===== config.mk =====
export PLATFORM = sky130hd
export DESIGN_NAME = latq_bank_wr_arb_flat
export DESIGN_NICKNAME = d
export VERILOG_FILES = /design/src/rtl/latq_bank_wr_arb_if.sv /design/src/rtl/latq_bank_wr_arb.sv /design/src/flat_wrapper.sv
export SDC_FILE = /design/constraint.sdc
export NUM_CORES = 1
export LEC_CHECK = 0
export ABC_AREA = 1
export BUFFER_PORTS_ARGS = -buffer_cell sky130_fd_sc_hd__buf_4
export CORE_ASPECT_RATIO = 0.9
export CORE_MARGIN = 1.5
export CORE_UTILIZATION = 50
export DETAILED_ROUTE_END_ITERATION = 8
export PLACE_DENSITY = 0.82
export SLEW_MARGIN = 20
export SYNTH_ARGS = -nofsm -noshare
export SYNTH_HDL_FRONTEND = slang
export SYNTH_SLANG_ARGS = --single-unit

===== constraint.sdc =====
create_clock -name clk -period 2.8 [get_ports clk]
set_input_delay 0.42 -clock clk [delete_from_list [all_inputs] [get_ports clk]]
set_output_delay 0.42 -clock clk [all_outputs]
set_load 0.03 [all_outputs]

===== src/rtl/latq_bank_wr_arb_if.sv =====
// rtl/latq_bank_wr_arb_if.sv - requester and latch-bank signal bundle for latq_bank_wr_arb
interface latq_bank_wr_arb_if #(
    parameter int NWORDS = 8,
    parameter int WIDTH  = 8,
    parameter int AW     = 4
);
    logic              req0;
    logic [AW-1:0]     addr0;
    logic [WIDTH-1:0]  data0;
    logic              req1;
    logic [AW-1:0]     addr1;
    logic [WIDTH-1:0]  data1;
    logic              ack0;
    logic              ack1;
    logic              err;
    logic [NWORDS-1:0] lat_e;
    logic [WIDTH-1:0]  lat_d;
    logic              busy;

    modport master (
        output req0, addr0, data0, req1, addr1, data1,
        input  ack0, ack1, err, lat_e, lat_d, busy
    );

    modport slave (
        input  req0, addr0, data0, req1, addr1, data1,
        output ack0, ack1, err, lat_e, lat_d, busy
    );
endinterface


===== src/rtl/latq_bank_wr_arb.sv =====
// rtl/latq_bank_wr_arb.sv - two-requester round-robin write arbiter for a latch bank (option: LATQ_WR_HOLD2_EN)
module latq_bank_wr_arb #(
    parameter int NWORDS = 8,
    parameter int WIDTH  = 8,
    parameter int AW     = 4
) (
    input  logic              clk,
    input  logic              rst,
    latq_bank_wr_arb_if.slave bus
);
    localparam logic [2:0] IDLE   = 3'd0;
    localparam logic [2:0] SETUP  = 3'd1;
    localparam logic [2:0] ENABLE = 3'd2;
    localparam logic [2:0] HOLD   = 3'd3;
    localparam logic [2:0] HOLD2  = 3'd4;

`ifdef LATQ_WR_HOLD2_EN
    // ACK/ERR are registered on the edge entering the final hold state
    localparam logic [2:0] ACK_SRC   = HOLD;
    localparam logic [2:0] HOLD_NEXT = HOLD2;
`else
    localparam logic [2:0] ACK_SRC   = ENABLE;
    localparam logic [2:0] HOLD_NEXT = IDLE;
`endif

    localparam logic [31:0] NW_U = NWORDS;

    logic [2:0]        state;
    logic              pri;      // 1: requester 1 preferred on a tie
    logic              gnt;      // requester owning the current transaction
    logic [AW-1:0]     addr_q;
    logic [WIDTH-1:0]  lat_d_q;
    logic [NWORDS-1:0] lat_e_q;
    logic [NWORDS-1:0] lat_e_n;
    logic              ack0_q;
    logic              ack1_q;
    logic              err_q;
    logic              pick1;
    logic              addr_ok;
    logic [31:0]       addr_ext;

    assign pick1    = bus.req1 & (~bus.req0 | pri);
    assign addr_ext = {{(32 - AW){1'b0}}, addr_q};
    assign addr_ok  = addr_ext < NW_U;

    // One-hot decode of the captured address; out-of-range addresses decode to zero
    always_comb begin
        lat_e_n = '0;
        for (int i = 0; i < NWORDS; i++) begin
            if (addr_ext == $unsigned(i)) begin
                lat_e_n[i] = 1'b1;
            end
        end
    end

    // Sequencer: capture in IDLE, enable pulse registered for a single cycle, ack at the end
    always_ff @(posedge clk) begin
        if (rst) begin
            state   <= IDLE;
            pri     <= 1'b0;
            gnt     <= 1'b0;
            addr_q  <= '0;
            lat_d_q <= '0;
            lat_e_q <= '0;
            ack0_q  <= 1'b0;
            ack1_q  <= 1'b0;
            err_q   <= 1'b0;
        end else begin
            lat_e_q <= '0;
            ack0_q  <= 1'b0;
            ack1_q  <= 1'b0;
            err_q   <= 1'b0;
            case (state)
                IDLE: begin
                    if (bus.req0 | bus.req1) begin
                        gnt     <= pick1;
                        pri     <= ~pick1;
                        addr_q  <= pick1 ? bus.addr1 : bus.addr0;
                        lat_d_q <= pick1 ? bus.data1 : bus.data0;
                        state   <= SETUP;
                    end
                end
                SETUP: begin
                    lat_e_q <= lat_e_n;
                    state   <= ENABLE;
                end
                ENABLE:  state <= HOLD;
                HOLD:    state <= HOLD_NEXT;
                HOLD2:   state <= IDLE;
                default: state <= IDLE;
            endcase
            if (state == ACK_SRC) begin
                ack0_q <= ~gnt;
                ack1_q <= gnt;
                err_q  <= ~addr_ok;
            end
        end
    end

    assign bus.lat_e = lat_e_q;
    assign bus.lat_d = lat_d_q;
    assign bus.ack0  = ack0_q;
    assign bus.ack1  = ack1_q;
    assign bus.err   = err_q;
    assign bus.busy  = (state != IDLE);
endmodule


===== src/flat_wrapper.sv =====
// flat-port wrapper written by rule: the top's interface ports become plain ports
module latq_bank_wr_arb_flat 
#(
    parameter int NWORDS = 8,
    parameter int WIDTH  = 8,
    parameter int AW     = 4
)
  (clk, rst, bus_req0, bus_addr0, bus_data0, bus_req1, bus_addr1, bus_data1, bus_ack0, bus_ack1, bus_err, bus_lat_e, bus_lat_d, bus_busy);
  latq_bank_wr_arb_if #(.NWORDS(NWORDS), .WIDTH(WIDTH), .AW(AW)) bus_i ();
  input  logic clk;
  input  logic rst;
  input wire logic [$bits(bus_i.req0)-1:0] bus_req0;
  input wire logic [$bits(bus_i.addr0)-1:0] bus_addr0;
  input wire logic [$bits(bus_i.data0)-1:0] bus_data0;
  input wire logic [$bits(bus_i.req1)-1:0] bus_req1;
  input wire logic [$bits(bus_i.addr1)-1:0] bus_addr1;
  input wire logic [$bits(bus_i.data1)-1:0] bus_data1;
  output wire logic [$bits(bus_i.ack0)-1:0] bus_ack0;
  output wire logic [$bits(bus_i.ack1)-1:0] bus_ack1;
  output wire logic [$bits(bus_i.err)-1:0] bus_err;
  output wire logic [$bits(bus_i.lat_e)-1:0] bus_lat_e;
  output wire logic [$bits(bus_i.lat_d)-1:0] bus_lat_d;
  output wire logic [$bits(bus_i.busy)-1:0] bus_busy;
  assign bus_i.req0 = bus_req0;
  assign bus_i.addr0 = bus_addr0;
  assign bus_i.data0 = bus_data0;
  assign bus_i.req1 = bus_req1;
  assign bus_i.addr1 = bus_addr1;
  assign bus_i.data1 = bus_data1;
  assign bus_ack0 = bus_i.ack0;
  assign bus_ack1 = bus_i.ack1;
  assign bus_err = bus_i.err;
  assign bus_lat_e = bus_i.lat_e;
  assign bus_lat_d = bus_i.lat_d;
  assign bus_busy = bus_i.busy;
  latq_bank_wr_arb #(.NWORDS(NWORDS), .WIDTH(WIDTH), .AW(AW)) u_core (.clk(clk), .rst(rst), .bus(bus_i));
endmodule

==> impl_metrics.py, run 1 <==
metrics = {
    "outcome": {
        "status": "finished clean",
    },
    "synthesis": {
        "yosysUniqueCellTypes": 15,
        "netlist_area_mm2": 0.00120,
        "synthCells": 171,
        "synth_fp_nets": 203,
        "synth-seq-cells": 27,
        "yosysSeqAreaShare_pct": 45.0,
        "avgSynthCellArea_um2": 7.02,
        "yosysWarnings": 0,
    },
    "floorplanning": {
        "core_area_mm2": 0.00222,
        "num_rows": 16,
        "start_util_pct": 54.0,
        "io_pins": 48,
        "fp.dieH_um": 49.5,
        "dieArea_mm2": 0.00270,
        "die_w_um": 54.6,
    },
    "sta": {
        "finalCritPeriodShare_pct": 73.7,
        "min_period_ns": 2.06,
        "tightestPinTransition_ns": 0.614,
        "hold_viol_final": 0,
        "max_slew_margin_pct": 58.9,
        "drv_slew": 0,
        "setup_viol": 0,
        "clock_skew_ns": 0.00617,
        "fmax_mhz": 485,
        "setup_tns_ns": 0,
        "rsz0062_at_grt": "no",
    },
    "drt": {
        "wl_per_cell_um": 10.8,
        "top_layer": "met4",
        "drtIter0Drc": 24,
        "ant_nets": 0,
        "dr_total_vias": 1179,
        "route.detailed.drc": 0,
        "avgViaCountPerCell": 4.89,
        "wl_met2_um": 1330,
        "met3_length_um": 176,
        "wirelength_met1_um": 1080,
        "routed_wl_um": 2600,
        "drt_pass1_iterations": 4,
    },
    "finish": {
        "seqCellArea_um2": 541,
        "mostFrequentLayoutCells": "47 x buf_4, 43 x nor2_1, 37 x nand2_1",
        "fillers": 175,
        "n_antenna_cell": 0,
        "fin_nets": 247,
        "multi_input_area_um2": 533,
        "area_growth_pct": 31.1,
        "instances_no_fill": 241,
        "final_common_cell": "buf_4",
        "drive_above_1_share_pct": 28.5,
    },
    "worst_setup_path": {
        "crit_chain": "inv_1, ha_1, inv_1, buf_4",
        "critPathMaxStageDelay_ns": 0.53,
        "crit_path_top_delay_cell": "ha_1",
        "critPathKind": "reg -> out",
        "crit_top_cell": "inv_1",
        "crit_family": "adder cells",
        "critical_path_buf_inv_count": 3,
        "cp.required_ns": 2.38,
        "worst_setup_path_start_kind": "register",
        "worstSetupEndpointType": "output port",
        "cp_max_fo": 18,
        "worstPathArrival_ns": 1.64,
    },
    "clock_tree": {
        "htreeDepth": 1,
        "cts_setup_buffers": 0,
        "clkLatencyLatePin_ns": 0.34,
        "cts_tree": "done",
        "cts_root_buf": "clkbuf_4",
        "cts_buffers": 3,
        "cts_resized": 0,
        "clockBufferDepth": 2,
        "clk_pin_slew_ns": 0.15,
        "numClockSinks": 27,
        "hold_buffers": 0,
    },
    "grt": {
        "grt_pass1_wl_um": 4240,
        "antenna_found_initial": 0,
        "grt_max_degree": 19,
        "grt_overflow_total": 0,
        "grt_pass1_vias": 1042,
        "groute.usage.overall_pct": 21.2,
    },
    "job": {
        "maxCapViolations": 0,
    },
    "place": {
        "place_hpwl_um": 1910,
        "dp_cells": 237,
        "gp_congestion": 0.702,
        "port_buffers": 47,
    },
    "power_and_ir_drop": {
        "power_density_mw_per_mm2": 859,
        "p_leak_nw": 0.819,
        "total_power_mw": 1.35,
        "max-vdd-ir-drop_v": 0.000657,
    },
    "worst_hold_path": {
        "hold_class": "in -> reg",
    },
}
==> cell usage after synthesis <==
cell type / number / share of area (%)
nor2_1: 43 / 13
nand2_1: 37 / 12
dfxtp_1: 27 / 45
inv_1: 22 / 6.9
nand4_1: 12 / 6.3
nor2_2: 9 / 4.7
buf_2: 5 / 2.1
ha_1: 4 / 4.2
a21oi_1: 3 / 1.3
nand3_1: 3 / 1.3
clkbuf_1: 2 / 0.63
a211oi_1: 1 / 0.63
buf_6: 1 / 0.94
o21ai_0: 1 / 0.42
o21ai_2: 1 / 0.73
==> final cells by class <==
type	count	area share, %
well taps	27	2.15
clock inverters	1	0.477
multi-input cells	114	33.9
flip-flops and latches	27	34.4
repair buffers	47	22.4
inverters	22	5.25
clock buffers	3	1.43
==> kinds of logic (layout without fill, tap and decap cells) <==
logic type / after synthesis / after routing / share of synthesized area (%)
simple gates: 104 / 104 / 37.2
flops: 27 / 27 / 45.0
buf+inv: 30 / 73 / 10.5
fa+ha+maj: 4 / 4 / 4.17
compound gates: 6 / 6 / 3.02
==> where the power goes <==
| part | internal, mW | total [mW] | switching (mW) | leakage (nW) |
|---|---|---|---|---|
| clock network | 0.0549 | 0.178 | 0.123 | 0.0139 |
| registers | 0.467 | 0.521 | 0.0546 | 0.221 |
| logic | 0.224 | 0.653 | 0.429 | 0.584 |
==> metal layers <==
| metal | GRT usage, % | vias up |
|---|---|---|
| li1 | - | 607 |
| met1 | 26.3 | 522 |
| met2 | 35.5 | 48 |
| met3 | 6.67 | 2 |
| met4 | 3.75 | 0 |
| met5 | 0 | - |
==> registers in the layout, indices dropped and copies added, names as in the netlist <==
| register | flops |
|---|---|
| u_core.addr_q | 4 |
| u_core.pri | 1 |
| u_core.state | 2 |
| u_core.bus.err | 1 |
| u_core.gnt | 1 |
| u_core.bus.ack1 | 1 |
| u_core.bus.ack0 | 1 |
| u_core.bus.lat_d | 8 |
| u_core.bus.lat_e | 8 |
==> per-stage QoR <==
step | setup WS, ns | util [%] | hold WS, ns | cell area [um2]
2_1_floorplan | 1.18 | - | 0.413 | 1200
3_3_place_gp | 0.939 | 69.4 | 0.424 | 1540
3_5_place_dp | 0.851 | 69.4 | 0.448 | 1540
4_1_cts | 0.744 | 70.8 | 0.364 | 1570
5_1_grt | 0.593 | 70.8 | 0.368 | 1570
6_report | 0.737 | 70.8 | 0.371 | 1570
==> worst register-to-register path, cell delays in order (launching register included) <==
cell and delay (ns):
dfxtp_1 0.37, inv_1 0.09, ha_1 0.53, inv_1 0.12, nor2_1 0.13, nand2_1 0.36, nor2_1 0.21, nor2_1 0.06
nor2_1 0.07
==> worst paths after layout <==
path	startpoint	to	slack (ns)	cells after the start
max reg2reg	u_core.state[1]$_SDFFE_PP0P_	u_core.addr_q[3]$_SDFFE_PP0P_	0.82	8
min reg2reg	u_core.gnt$_SDFFE_PP0P_	u_core.bus.ack0$_SDFF_PP0_	0.47	1
max	u_core.state[1]$_SDFFE_PP0P_	bus_busy	0.74	4
min	rst	u_core.addr_q[0]$_SDFFE_PP0P_	0.37	2
(Power assumes the default switching activity.)
==> inputs of run 2 (changes only) <==
--- a/config.mk
+++ b/config.mk
@@ -9,9 +9,9 @@
 export BUFFER_PORTS_ARGS = -buffer_cell sky130_fd_sc_hd__buf_4
 export CORE_ASPECT_RATIO = 0.9
 export CORE_MARGIN = 1.5
-export CORE_UTILIZATION = 50
+export CORE_UTILIZATION = 47
 export DETAILED_ROUTE_END_ITERATION = 8
-export PLACE_DENSITY = 0.82
+export PLACE_DENSITY = 0.78
 export SLEW_MARGIN = 20
 export SYNTH_ARGS = -nofsm -noshare
 export SYNTH_HDL_FRONTEND = slang
==> constraint.sdc (replaced) <==
create_clock -name clk -period 2.07 [get_ports clk]
set_input_delay 0.3105 -clock clk [delete_from_list [all_inputs] [get_ports clk]]
set_output_delay 0.3105 -clock clk [all_outputs]
set_load 0.03 [all_outputs]
==> run 2 against run 1 <==
Clock power rose by 35%. Register-to-register slack got worse by 0.40 ns. First-iteration DRC count fell by 54%. Critical path type is now reg -> reg. Clock skew rose by 0.0054 ns. Count of clock-buffer cells in the layout did not move. Routed wire length rose by 4.4%.
==> impl_metrics.py, run 2 (synthesis gave the netlist of run 1 again) <==
metrics = {
    "worst_setup_path": {
        "crit_path_top_delay_cell": "nand2_1",
        "worstSetupEndpointType": "register",
        "cp.required_ns": 2.31,
        "crit_chain": "inv_1, ha_1, inv_1, nor2_1, nand2_1, nor2_1, nor2_1, nor2_1",
        "worst_setup_path_start_kind": "register",
        "cp_max_fo": 13,
        "crit_family": "simple AND/OR/NAND/NOR gates",
        "critPathKind": "reg -> reg",
        "critical_path_buf_inv_count": 2,
        "worstPathArrival_ns": 1.90,
        "crit_top_cell": "nor2_1",
        "critPathMaxStageDelay_ns": 0.47,
    },
    "sta": {
        "fmax_mhz": 605,
        "tightestPinTransition_ns": 0.633,
        "max_slew_margin_pct": 57.7,
        "setup_viol": 0,
        "min_period_ns": 1.65,
        "rsz0062_at_grt": "no",
        "fin_ws_ns": 0.418,
        "hold_viol_final": 0,
        "setup_tns_ns": 0,
        "finalCritPeriodShare_pct": 79.8,
        "drv_slew": 0,
        "clock_skew_ns": 0.0116,
    },
    "clock_tree": {
        "hold_buffers": 0,
        "cts_buffers": 3,
        "cts_setup_buffers": 0,
        "clk_pin_slew_ns": 0.16,
        "htreeDepth": 1,
        "cts_tree": "done",
        "clkLatencyLatePin_ns": 0.33,
        "numClockSinks": 27,
        "cts_root_buf": "clkbuf_4",
        "clockBufferDepth": 2,
        "cts_resized": 0,
    },
    "finish": {
        "fillers": 218,
        "seqCellArea_um2": 541,
        "area_growth_pct": 32.4,
        "fin_util_pct": 65.0,
        "multi_input_area_um2": 533,
        "instances_no_fill": 244,
        "final_common_cell": "buf_4",
        "fin_nets": 249,
        "n_antenna_cell": 0,
        "mostFrequentLayoutCells": "49 x buf_4, 43 x nor2_1, 37 x nand2_1",
        "drive_above_1_share_pct": 29.2,
    },
    "drt": {
        "avgViaCountPerCell": 4.87,
        "top_layer": "met4",
        "drt_pass1_iterations": 5,
        "route.detailed.drc": 0,
        "drtIter0Drc": 11,
        "ant_nets": 0,
        "wirelength_met1_um": 1180,
        "wl_met2_um": 1360,
        "dr_total_vias": 1189,
        "met3_length_um": 150,
        "routed_wl_um": 2720,
        "wl_per_cell_um": 11.1,
    },
    "grt": {
        "grt_overflow_total": 0,
        "grt_pass1_wl_um": 4530,
        "antenna_found_initial": 0,
        "grt_max_degree": 18,
        "groute.usage.overall_pct": 19.8,
        "grt_pass1_vias": 1073,
    },
    "place": {
        "port_buffers": 47,
        "place_hpwl_um": 2000,
        "gp_congestion": 0.736,
        "dp_cells": 240,
        "place_ws_ns": 0.429,
    },
    "floorplanning": {
        "num_rows": 17,
        "die_w_um": 56.3,
        "start_util_pct": 49.1,
        "fp.dieH_um": 50.9,
        "io_pins": 48,
        "dieArea_mm2": 0.00287,
        "core_area_mm2": 0.00245,
    },
    "power_and_ir_drop": {
        "p_sw_share_pct": 44.8,
        "power_density_mw_per_mm2": 1170,
        "pwr-share-comb_pct": 49.3,
        "p_int_mw": 1.03,
        "pwr-share-seq_pct": 37.8,
        "p_leak_nw": 0.828,
        "clock_power_share_pct": 12.9,
        "switchingPower_uw": 834,
        "max-vdd-ir-drop_v": 0.000711,
    },
    "job": {
        "maxCapViolations": 0,
    },
    "worst_hold_path": {
        "hold_class": "in -> reg",
    },
    "outcome": {
        "status": "finished clean",
    },
}
[run 2: cell count changes in the layout (fill, tap and decap cells not counted), sizes merged]
cell,delta
buf,+2
[run 2: power groups by stage]
stage	Clock (mW)	Sequential (mW)	Combinational, mW
4_1_cts	0.243	0.704	0.921
5_1_grt	0.265	0.721	1.01
6_report	0.240	0.704	0.918
2_1_floorplan	0	0.818	0.550
3_3_place_gp	0	0.709	0.886
3_5_place_dp	0	0.716	0.919
[run 2: worst paths after layout]
kind / slack, ns / end / cells past startpoint / startpoint
hold / removal: 0.27 / u_core.pri$_SDFFE_PP0P_ / 2 / rst
setup reg to reg: 0.42 / u_core.addr_q[0]$_SDFFE_PP0P_ / 8 / u_core.state[0]$_SDFFE_PP0P_
setup / recovery: 0.42 / u_core.addr_q[0]$_SDFFE_PP0P_ / 8 / u_core.state[0]$_SDFFE_PP0P_
hold reg to reg: 0.45 / u_core.bus.ack0$_SDFF_PP0_ / 1 / u_core.gnt$_SDFFE_PP0P_
[run 2: layout make-up]
type,count,area share [%]
clock inverters,1,0.472
clock buffers,3,1.42
inverters,22,5.20
repair buffers,49,23.1
well taps,28,2.20
multi-input cells,114,33.5
flip-flops and latches,27,34.0
[run 2: per-layer routing]
layer  vias up  global-route usage (%)
li1        608                       -
met1       539                    22.9
met3         4                    4.05
met5         -                       0
met4         0                    3.57
met2        38                    38.2
[run 2: stage by stage]
step | power [mW] | hold slack, ns | area (um2)
after floorplan | 1.37 | 0.413 | 1200
after detailed placement | 1.63 | 0.436 | 1560
after global routing | 2.00 | 0.263 | 1590
after CTS | 1.87 | 0.268 | 1590
after global placement | 1.60 | 0.427 | 1560
final | 1.86 | 0.266 | 1590
